$ cat src/rtl/inst_fetch_pkg.sv
// inst_fetch_pkg: definitions shared by the instruction-fetch stage.
//   IF_NOP_INST     : canonical NOP (addi x0,x0,0), driven for empty and faulted slots
//   IF_CAUSE_MISALN : trap cause code for a misaligned instruction fetch
//   if_slot_t       : one fetch-queue slot
//   IF_LOG(args)    : event logging, expands to nothing unless IS_SIMULATION is defined
`ifndef INST_FETCH_PKG_SV
`define INST_FETCH_PKG_SV

`ifdef IS_SIMULATION
  `define IF_LOG(args) $display args
`else
  `define IF_LOG(args)
`endif

package inst_fetch_pkg;

  localparam logic [31:0] IF_NOP_INST     = 32'h0000_0013;
  localparam logic [3:0]  IF_CAUSE_MISALN = 4'd0;

  typedef struct packed {
    logic [31:0] pc;
    logic [31:0] inst;
    logic        fault;
    logic        filled;
  } if_slot_t;

  function automatic logic if_pc_aligned(input logic [31:0] pc);
    return pc[1:0] == 2'b00;
  endfunction

endpackage

`endif

$ cat src/rtl/inst_fetch_queue.sv
// fetch_queue: in-order slot buffer for the fetch stage.
//   clk, rst            : clock, async active-high reset
//   i_flush             : drop every slot, pointers back to 0
//   i_alloc/_pc/_fault  : allocate a slot at the tail (faulted slots arrive pre-filled)
//   i_fill/_data        : memory response for the oldest allocated-but-unfilled slot
//   i_pop               : retire the head slot
//   o_head_*            : head slot view (zeros/NOP when not presentable)
//   o_occ, o_unfilled   : allocated slots, and allocated slots still awaiting data
module fetch_queue
  import inst_fetch_pkg::*;
#(
  parameter int          DEPTH    = 2,
  parameter logic [31:0] NOP_INST = IF_NOP_INST
) (
  input  logic                       clk,
  input  logic                       rst,
  input  logic                       i_flush,
  input  logic                       i_alloc,
  input  logic [31:0]                i_alloc_pc,
  input  logic                       i_alloc_fault,
  input  logic                       i_fill,
  input  logic [31:0]                i_fill_data,
  input  logic                       i_pop,
  output logic                       o_head_valid,
  output logic [31:0]                o_head_pc,
  output logic [31:0]                o_head_inst,
  output logic                       o_head_fault,
  output logic [$clog2(DEPTH+1)-1:0] o_occ,
  output logic [$clog2(DEPTH+1)-1:0] o_unfilled
);

  localparam int PW = (DEPTH > 1) ? $clog2(DEPTH) : 1;
  localparam int CW = $clog2(DEPTH + 1);

  if_slot_t         r_slot [DEPTH];
  logic [DEPTH-1:0] r_used;
  logic [PW-1:0]    r_alloc_ptr, r_fill_ptr, r_head_ptr;
  logic [CW-1:0]    r_occ;

  logic [PW-1:0]    w_fill_idx, w_scan;
  logic             w_found;
  logic [CW-1:0]    w_unfilled;
  if_slot_t         w_head;

  // Responses belong to the oldest allocated slot still waiting for data.
  // Scan forward from fill_ptr so faulted (pre-filled) and free slots are skipped.
  always_comb begin
    w_fill_idx = r_fill_ptr;
    w_found    = 1'b0;
    w_scan     = r_fill_ptr;
    for (int i = 0; i < DEPTH; i++) begin
      w_scan = r_fill_ptr + PW'(i);
      if (!w_found && r_used[w_scan] && !r_slot[w_scan].filled) begin
        w_fill_idx = w_scan;
        w_found    = 1'b1;
      end
    end
  end

  always_comb begin
    w_unfilled = '0;
    for (int i = 0; i < DEPTH; i++)
      if (r_used[i] && !r_slot[i].filled) w_unfilled = w_unfilled + CW'(1);
  end

  always_ff @(posedge clk or posedge rst) begin
    if (rst) begin
      r_used      <= '0;
      r_alloc_ptr <= '0;
      r_fill_ptr  <= '0;
      r_head_ptr  <= '0;
      r_occ       <= '0;
      for (int i = 0; i < DEPTH; i++)
        r_slot[i] <= '{pc: 32'h0, inst: NOP_INST, fault: 1'b0, filled: 1'b0};
    end else if (i_flush) begin
      r_used      <= '0;
      r_alloc_ptr <= '0;
      r_fill_ptr  <= '0;
      r_head_ptr  <= '0;
      r_occ       <= '0;
    end else begin
      if (i_alloc) begin
        r_slot[r_alloc_ptr] <= '{pc: i_alloc_pc, inst: NOP_INST,
                                 fault: i_alloc_fault, filled: i_alloc_fault};
        r_used[r_alloc_ptr] <= 1'b1;
        r_alloc_ptr         <= r_alloc_ptr + PW'(1);
      end
      if (i_fill) begin
        r_slot[w_fill_idx].inst   <= i_fill_data;
        r_slot[w_fill_idx].filled <= 1'b1;
        r_fill_ptr                <= w_fill_idx + PW'(1);
      end
      if (i_pop) begin
        r_used[r_head_ptr] <= 1'b0;
        r_head_ptr         <= r_head_ptr + PW'(1);
      end
      r_occ <= r_occ + CW'(i_alloc) - CW'(i_pop);
    end
  end

  assign w_head       = r_slot[r_head_ptr];
  assign o_head_valid = r_used[r_head_ptr] & w_head.filled;
  assign o_head_pc    = o_head_valid ? w_head.pc    : 32'h0;
  assign o_head_inst  = o_head_valid ? w_head.inst  : NOP_INST;
  assign o_head_fault = o_head_valid ? w_head.fault : 1'b0;
  assign o_occ        = r_occ;
  assign o_unfilled   = w_unfilled;

endmodule

$ cat src/rtl/inst_fetch.sv
// inst_fetch: fetch stage between the PC register and decode.
//   clk, rst                         : clock, async active-high reset
//   fetch_pc/valid -> fetch_ready    : PC handshake; PC advances only on fetch_ready
//   flush                            : redirect, kills queued and in-flight fetches
//   imem_req/addr, imem_gnt          : memory request channel
//   imem_rvalid/rdata                : in-order memory responses
//   if_valid/ready, if_pc/inst/fault : head entry towards decode
module inst_fetch
  import inst_fetch_pkg::*;
#(
  parameter int          DEPTH    = 2,
  parameter logic [31:0] NOP_INST = IF_NOP_INST
) (
  input  logic        clk,
  input  logic        rst,
  input  logic [31:0] fetch_pc,
  input  logic        fetch_valid,
  output logic        fetch_ready,
  input  logic        flush,
  output logic        imem_req,
  output logic [31:0] imem_addr,
  input  logic        imem_gnt,
  input  logic        imem_rvalid,
  input  logic [31:0] imem_rdata,
  output logic        if_valid,
  input  logic        if_ready,
  output logic [31:0] if_pc,
  output logic [31:0] if_inst,
  output logic        if_fault
);

  localparam int            CW      = $clog2(DEPTH + 1);
  localparam logic [CW:0]   DEPTH_W = (CW + 1)'(DEPTH);

  logic [CW-1:0] r_drop_cnt;
  logic [CW-1:0] w_occ, w_unfilled;
  logic          w_credit, w_aligned, w_go;
  logic          w_alloc, w_fill, w_drop_rsp, w_pop;

  // Credit counts responses still owed to us for killed fetches, so a refill
  // after flush can never overrun the slots. Registered values only: a pop or
  // drop this cycle frees credit next cycle.
  assign w_credit  = ({1'b0, w_occ} + {1'b0, r_drop_cnt}) < DEPTH_W;
  assign w_aligned = if_pc_aligned(fetch_pc);
  assign w_go      = fetch_valid & w_credit & ~flush & ~rst;

  assign imem_req    = w_go & w_aligned;
  assign imem_addr   = fetch_pc;
  // Misaligned PCs never touch memory; they take a slot as a pre-filled fault.
  assign fetch_ready = w_aligned ? (imem_req & imem_gnt) : w_go;

  assign w_alloc    = fetch_ready;
  assign w_drop_rsp = imem_rvalid & (r_drop_cnt != '0);
  assign w_fill     = imem_rvalid & (r_drop_cnt == '0) & ~flush;
  assign w_pop      = if_valid & if_ready & ~flush;

  fetch_queue #(
    .DEPTH    (DEPTH),
    .NOP_INST (NOP_INST)
  ) u_queue (
    .clk           (clk),
    .rst           (rst),
    .i_flush       (flush),
    .i_alloc       (w_alloc),
    .i_alloc_pc    (fetch_pc),
    .i_alloc_fault (~w_aligned),
    .i_fill        (w_fill),
    .i_fill_data   (imem_rdata),
    .i_pop         (w_pop),
    .o_head_valid  (if_valid),
    .o_head_pc     (if_pc),
    .o_head_inst   (if_inst),
    .o_head_fault  (if_fault),
    .o_occ         (w_occ),
    .o_unfilled    (w_unfilled)
  );

  // On flush every unfilled slot turns into a response to discard; a response
  // landing in the flush cycle itself is already one of them and is consumed.
  always_ff @(posedge clk or posedge rst) begin
    if (rst)
      r_drop_cnt <= '0;
    else if (flush)
      r_drop_cnt <= r_drop_cnt + w_unfilled - CW'(imem_rvalid);
    else if (w_drop_rsp)
      r_drop_cnt <= r_drop_cnt - CW'(1);
  end

`ifndef SYNTHESIS
  // A response is only legal while something is outstanding or owed.
  a_rsp_expected: assert property (@(posedge clk) disable iff (rst)
    imem_rvalid |-> (r_drop_cnt != '0 || w_unfilled != '0));
`endif

`ifdef IS_SIMULATION
  always_ff @(posedge clk) begin
    if (!rst) begin
      if (flush)      `IF_LOG(("[inst_fetch] flush drop=%0d unfilled=%0d", r_drop_cnt, w_unfilled));
      if (w_alloc)    `IF_LOG(("[inst_fetch] alloc pc=%h fault=%0d cause=%0d", fetch_pc, ~w_aligned, IF_CAUSE_MISALN));
      if (w_fill)     `IF_LOG(("[inst_fetch] fill  inst=%h", imem_rdata));
      if (w_drop_rsp) `IF_LOG(("[inst_fetch] drop  inst=%h", imem_rdata));
      if (w_pop)      `IF_LOG(("[inst_fetch] pop   pc=%h inst=%h", if_pc, if_inst));
    end
  end
`endif

endmodule

$ cat config.mk
export PLATFORM = sky130hd
export DESIGN_NAME = inst_fetch
export DESIGN_NICKNAME = d
export VERILOG_FILES = /design/src/rtl/inst_fetch_pkg.sv /design/src/rtl/inst_fetch_queue.sv /design/src/rtl/inst_fetch.sv
export SDC_FILE = /design/constraint.sdc
export NUM_CORES = 1
export LEC_CHECK = 0
export ABC_AREA = 1
export BUFFER_PORTS_ARGS = -buffer_cell sky130_fd_sc_hd__buf_2
export CORE_MARGIN = 2
export CORE_UTILIZATION = 35
export DETAILED_ROUTE_END_ITERATION = 10
export GPL_TIMING_DRIVEN = 0
export SYNTH_ARGS = -nofsm -noshare
export SYNTH_HDL_FRONTEND = slang
export SYNTH_SLANG_ARGS = --single-unit
$ cat constraint.sdc
create_clock -name clk -period 4.6 [get_ports clk]
set_clock_uncertainty 0.2 [all_clocks]
set_input_delay 0.92 -clock clk [delete_from_list [all_inputs] [get_ports clk]]
set_output_delay 0.92 -clock clk [all_outputs]
set_load 0.01 [all_outputs]
# Word level (Yosys, flattened, before mapping)
# Cells that the tools add are included.
word_totals:
  ff_bits: 141
  out_inout_bits: 100
  wordCells: 134
op_classes:
  add_sub_neg: 11
  order_cmp: 14
  n_mux: 52
  bitwise_logic: 22
  reduce_logical: 21
op_table:
  columns: ["operator", "count"]
  rows:
  - ["bitwise mux 132 bit", 3]
  - ["two-way mux 132 bit", 3]
  - ["two-way mux 66 bit", 4]
  - ["demux 66 bit (select 1 bit)", 3]
  - ["two-way mux 32 bit", 2]
  - ["two-way mux 34 bit", 1]
  - ["two-way mux 1 bit", 26]
  - ["two-way mux 2 bit", 8]
  - ["AND 1 bit", 11]
  - ["greater-or-equal comparator 2 bit, second input constant", 5]
  - ["inverter 1 -> 2 bit", 5]
  - ["nonzero test 2 bit", 5]
  - ["logical AND 1 bit", 9]
  - ["< comparator 1 x 2 -> 1 bit, second input constant", 4]
  - ["logical NOT 1 bit", 5]
  - ["adder 1 bit, second input constant", 4]
  - ["logical NOT 2 bit", 2]
  - ["< comparator 2 x 1 -> 1 bit, second input constant", 2]
  - ["subtractor 2 x 1 -> 2 bit", 2]
  - ["adder 2 x 2 -> 3 bit", 1]
  - ["< comparator 3 x 2 -> 1 bit, second input constant", 1]
  - ["inverter 1 bit", 3]
  - ["adder 1 x 1 -> 2 bit, second input constant", 1]
  - ["adder 2 x 1 -> 2 bit", 1]
  - ["7 further kinds", 9]

# Longest topological paths before layout
logic_depth:
  ltp_word: 19
  depth_mapped: 14
  depth_no_buf: 14

# Hierarchy
# Synthesis repeated with hierarchy kept, for this count alone.
unflattened:
  cells_unflattened: 996
  hier_area_um2: 7425.9
modules_own_cells:
  columns: ["mod", "instances", "cells_each", "area_per_inst_um2"]
  rows:
  - ["fetch_queue", 1, 915, 6896.6]
  - ["inst_fetch", 1, 81, 529.3]

# Least setup slack after synthesis
# OpenSTA, ideal clock, no wires.
synth_path:
  kind: "register to output"
  start: "register r_drop_cnt[0]"
  end: "output fetch_ready"
  t_arrival_ns: 1.559
  required_time_ns: 3.480
  path_slack_ns: 1.921
  path_stages_with_launch: 7
  path_cell_list: "dfrtp_1 -> nand2_1 -> inv_1 -> fa_1 -> nor2_8 -> nand2_1 -> a21oi_1"
synth_via:
  elab_chain_cells: 8
synth_rtl:
  columns: ["item", "line_no", "source"]
  rows:
  - ["start: declaration", "inst_fetch.sv:35", "logic [CW-1:0] r_drop_cnt;"]
  - ["start signal: assignment", "inst_fetch.sv:84", "r_drop_cnt <= r_drop_cnt + w_unfilled - CW'(imem_rvalid);"]
  - ["start signal: assignment", "inst_fetch.sv:86", "r_drop_cnt <= r_drop_cnt - CW'(1);"]
  - ["adder 2 x 2 -> 3 bit (*)", "inst_fetch.sv:43", "assign w_credit = ({1'b0, w_occ} + {1'b0, r_drop_cnt}) < DEPTH_W;"]
  - ["< comparator 3 x 2 -> 1 bit (*)", "inst_fetch.sv:43", null]
  - ["AND 1 bit (*) (3 in a row)", "inst_fetch.sv:45", "assign w_go = fetch_valid & w_credit & ~flush & ~rst;"]
  - ["AND 1 bit", "inst_fetch.sv:47", "assign imem_req = w_go & w_aligned;"]
  - ["AND 1 bit", "inst_fetch.sv:50", "assign fetch_ready = w_aligned ? (imem_req & imem_gnt) : w_go;"]
  - ["two-way mux 1 bit (*)", "inst_fetch.sv:50", null]
  - ["end: declaration", "inst_fetch.sv:18", "output logic fetch_ready,"]
# Every way passes the cells marked *; elsewhere a longest branch is shown, timed or not.

# Final worst setup path
layout_path:
  start: "register u_queue.r_head_ptr"
  end: "output if_pc[30]"
layout_via:
  elab_chain_cells: 6
  elab_cells_between_ends: 8
  classes_between: "mux (6); bitwise (2)"
layout_rtl:
  columns: ["item", "line_no", "source"]
  rows:
  - ["start: declaration", "inst_fetch_queue.sv:37", "logic [PW-1:0] r_alloc_ptr, r_fill_ptr, r_head_ptr;"]
  - ["start signal: assignment", "inst_fetch_queue.sv:95", "r_head_ptr <= r_head_ptr + PW'(1);"]
  - ["inverter 1 -> 2 bit (not written as such)", "inst_fetch_queue.sv:101", "assign w_head = r_slot[r_head_ptr];"]
  - ["two-way mux 66 bit (not written as such) (3 in a row)", "inst_fetch_queue.sv:101", null]
  - ["AND 1 bit", "inst_fetch_queue.sv:102", "assign o_head_valid = r_used[r_head_ptr] & w_head.filled;"]
  - ["two-way mux 32 bit (*)", "inst_fetch_queue.sv:103", "assign o_head_pc = o_head_valid ? w_head.pc : 32'h0;"]
  - ["end: declaration", "inst_fetch.sv:27", "output logic [31:0] if_pc,"]
# Every way passes the cells marked *; elsewhere a longest branch is shown, timed or not. The select of a mux whose other input is x is not followed.

==> flow_metrics.py <==
metrics = {
    "route": {
        "route.detailed.drc": 0,
        "detailed_routing_iteration_count_for_the_pre_antenna_repair_pass": 5,
        "initialDrtViolationCount": 443,
        "detail_route.vias_per_cell": 4.61,
        "drt-total-wl_mm": 19.3,
        "post_drt_wl_per_cell_um": 14.3,
        "via_count": 6223,
        "ant_nets": 0,
    },
    "critical_path": {
        "critical_path_required_ns": 3.48,
        "setup_crit_end_kind": "output pin",
        "cp-start-kind": "flip-flop",
        "crit_fanout": 10,
        "path_class": "reg2out",
        "crit-reg2reg-launch": "r_drop_cnt[0]$_DFFE_PP0P_",
        "cp.arrival_ns": 2.20,
        "regToRegEndpoint": "u_queue.r_slot[12]$_DFFE_PP0N_",
        "ff2ff_path_depth": 9,
        "ff2ff_setup_slack_ns": 2.29,
    },
    "timing": {
        "grt_setup_unrepaired": "no",
        "holdWs_ns": 0.271,
        "setup_viol": 0,
        "final_report_max_slew_violation_count": 0,
        "finalWorstPathRequiredPeriod_ns": 3.32,
        "post-route-period-util_pct": 72.2,
        "timing.setup.tns_ns": 0,
        "worst-slew-pin-transition_ns": 0.581,
        "finalHoldViolations": 0,
        "relSlewSlack_pct": 61.2,
        "achievable-frequency_ghz": 0.301,
    },
    "global_route": {
        "first_pass_grt_wire_length_mm": 31.3,
        "antenna_found_initial": 1,
        "grt_start_max_net_pins": 38,
        "grt_overflow_total": 0,
        "number_of_global_route_vias_before_repair": 5960,
        "global_route.usage.total_pct": 18.6,
    },
    "clock_network": {
        "clk_latency_ns": 0.42,
        "clkSlewWorstSetupHoldPaths_ns": 0.06,
        "cts_post_setup_buffers_inserted": 0,
        "cts_inserted_buffers": 17,
        "cts-root-to-sink-buffers": 2,
        "cts.root.buffer_cell": "clkbuf_16",
        "post_cts_resized": 0,
        "cts_hold_buf": 0,
        "cts_sinks": 141,
        "htree_num_levels": 4,
        "tritoncts": "built",
    },
    "logic_synthesis": {
        "synth_area_per_cell_um2": 7.93,
        "ys_warn_count": 0,
        "synthesis.instances": 879,
        "synth.yosys.seq_area_share_pct": 50.7,
        "synth.ff_latch_count": 141,
        "syn-num-nets": 957,
        "synth_area_mm2": 0.00697,
        "synth.distinct_cells": 29,
    },
    "final_layout": {
        "finalInstanceArea_mm2": 0.00892,
        "synthToLayoutAreaGrowth_pct": 28.0,
        "most_frequent_standard_cell_in_the_layout_excluding_fill_and_tap_cells": "nand2_1",
        "share_of_final_layout_standard_cells_stronger_than_drive_strength_1_pct": 27.0,
        "most-common-layout-cells": "nand2_1 (263), buf_2 (192), dfrtp_1 (135)",
        "nFillCells": 2043,
        "layoutNonFillerInstCount": 1350,
        "number_of_nets_in_the_layout": 1149,
    },
    "placement": {
        "place_congestion": 0.819,
        "post-place-cells": 1317,
        "placement.cell_area_mm2": 0.00823,
        "port_buffers": 169,
        "place.detailed.hpwl_mm": 13.5,
    },
    "power_and_ir_drop": {
        "leakage_component_of_the_power_nw": 4.79,
        "worst_ir_drop_vdd_mv": 0.244,
        "power_per_cell_area_mw_per_mm2": 530,
    },
    "run_status": {
        "status": "finished, final reports clean",
    },
    "floorplan": {
        "die-width_um": 145,
        "floorplan.die_area_mm2": 0.0211,
        "num_rows": 51,
        "die_h_um": 145,
        "fp.coreArea_mm2": 0.0195,
        "start_util_pct": 35.7,
        "floorplan.io_pins": 171,
    },
    "min_path": {
        "worstHoldPathType": "in2async",
    },
    "job": {
        "cap_viol_max_count": 0,
    },
}
==> cell type report <==
| class | instances | area [um2] | area share [%] |
|---|---|---|---|
| clock inverters | 12 | 231 | 2.59 |
| flip-flops and latches | 141 | 3540 | 39.6 |
| well taps | 265 | 332 | 3.72 |
| repair buffers | 173 | 926 | 10.4 |
| plain buffers | 83 | 527 | 5.90 |
| diodes | 1 | 2.50 | 0.0280 |
| multi-input cells | 555 | 2530 | 28.4 |
| inverters | 100 | 379 | 4.25 |
| clock buffers | 20 | 457 | 5.12 |
==> logic make-up (layout without fill, tap and decap cells) <==
kind of cell	after synthesis	in the layout	share of synthesized area (%)
AND/OR/NAND/NOR	378	378	22.4
AO/OA/AOI/OAI	165	165	12.0
buffers and inverters	183	388	12.9
XOR/XNOR	5	5	0.628
other	0	1	0
flip-flops	141	141	50.7
adder cells (fa/ha/maj)	7	7	1.36
==> synth_stat cells <==
cell / count / area (um2)
nand2_1: 263 / 987
dfrtp_1: 135 / 3380
inv_1: 96 / 360
a21oi_1: 66 / 330
o21ai_1: 60 / 300
nor2_1: 58 / 218
nand3_1: 45 / 225
buf_4: 37 / 278
o21ai_0: 36 / 180
buf_2: 23 / 115
clkbuf_1: 12 / 45.0
buf_6: 6 / 67.6
dfstp_2: 6 / 158
ha_1: 6 / 75.1
inv_2: 4 / 15.0
buf_1: 3 / 11.3
nor2_2: 3 / 18.8
o211ai_1: 3 / 22.5
xor2_1: 3 / 26.3
clkbuf_2: 2 / 10.0
nand4_1: 2 / 12.5
nand4_4: 2 / 42.5
xnor2_1: 2 / 17.5
fa_1: 1 / 20.0
nand2_2: 1 / 6.26
nand2_4: 1 / 11.3
nand3_2: 1 / 10.0
nor2_4: 1 / 11.3
nor2_8: 1 / 20.0
==> worst max-delay path by stage <==
stage	from	endpoint	slack (ns)	cells after the start
detailed placement	fetch_valid	fetch_ready	1.68	6
global placement	rst	u_queue.r_slot[16]$_DFFE_PP0N_	0.64	2
global route	u_queue.r_head_ptr$_DFFE_PP0P_	if_pc[30]	1.12	7
floorplan	rst	async pin	1.72	1
CTS	u_queue.r_head_ptr$_DFFE_PP0P_	if_pc[30]	1.23	7
finish	u_queue.r_head_ptr$_DFFE_PP0P_	if_pc[30]	1.28	7
==> per-layer routing <==
layer	vias up	track usage [%]	part of all wire (%)
li1	3113	-	-
met5	-	0	0
met3	18	4.28	3.9
met2	138	29.8	48
met1	2954	25.2	46
met4	0	5.93	1.4
==> stage by stage <==
step / setup slack, ns / power (mW) / util [%]
2_1_floorplan: 1.72 / 2.83 / -
3_3_place_gp: 0.640 / 3.10 / 41.8
3_5_place_dp: 1.68 / 3.15 / 42.2
4_1_cts: 1.23 / 4.77 / 45.7
5_1_grt: 1.12 / 5.06 / 45.7
6_report: 1.28 / 4.73 / 45.7
==> where the power goes <==
group / switching [mW] / total (mW) / internal, mW
registers: 0.246 / 2.02 / 1.77
clock network: 0.549 / 1.60 / 1.05
logic: 0.647 / 1.12 / 0.469
total: 1.44 / 4.73 / 3.29
==> critical path: stages (launching register included) <==
cell	delay [ns]
dfrtp_1	0.35
buf_2	0.17
inv_2	0.06
buf_2	0.21
clkbuf_1	0.45
nand2_1	0.10
a21oi_1	0.25
buf_2	0.18
No activity file was read; power rests on OpenSTA's default activity.
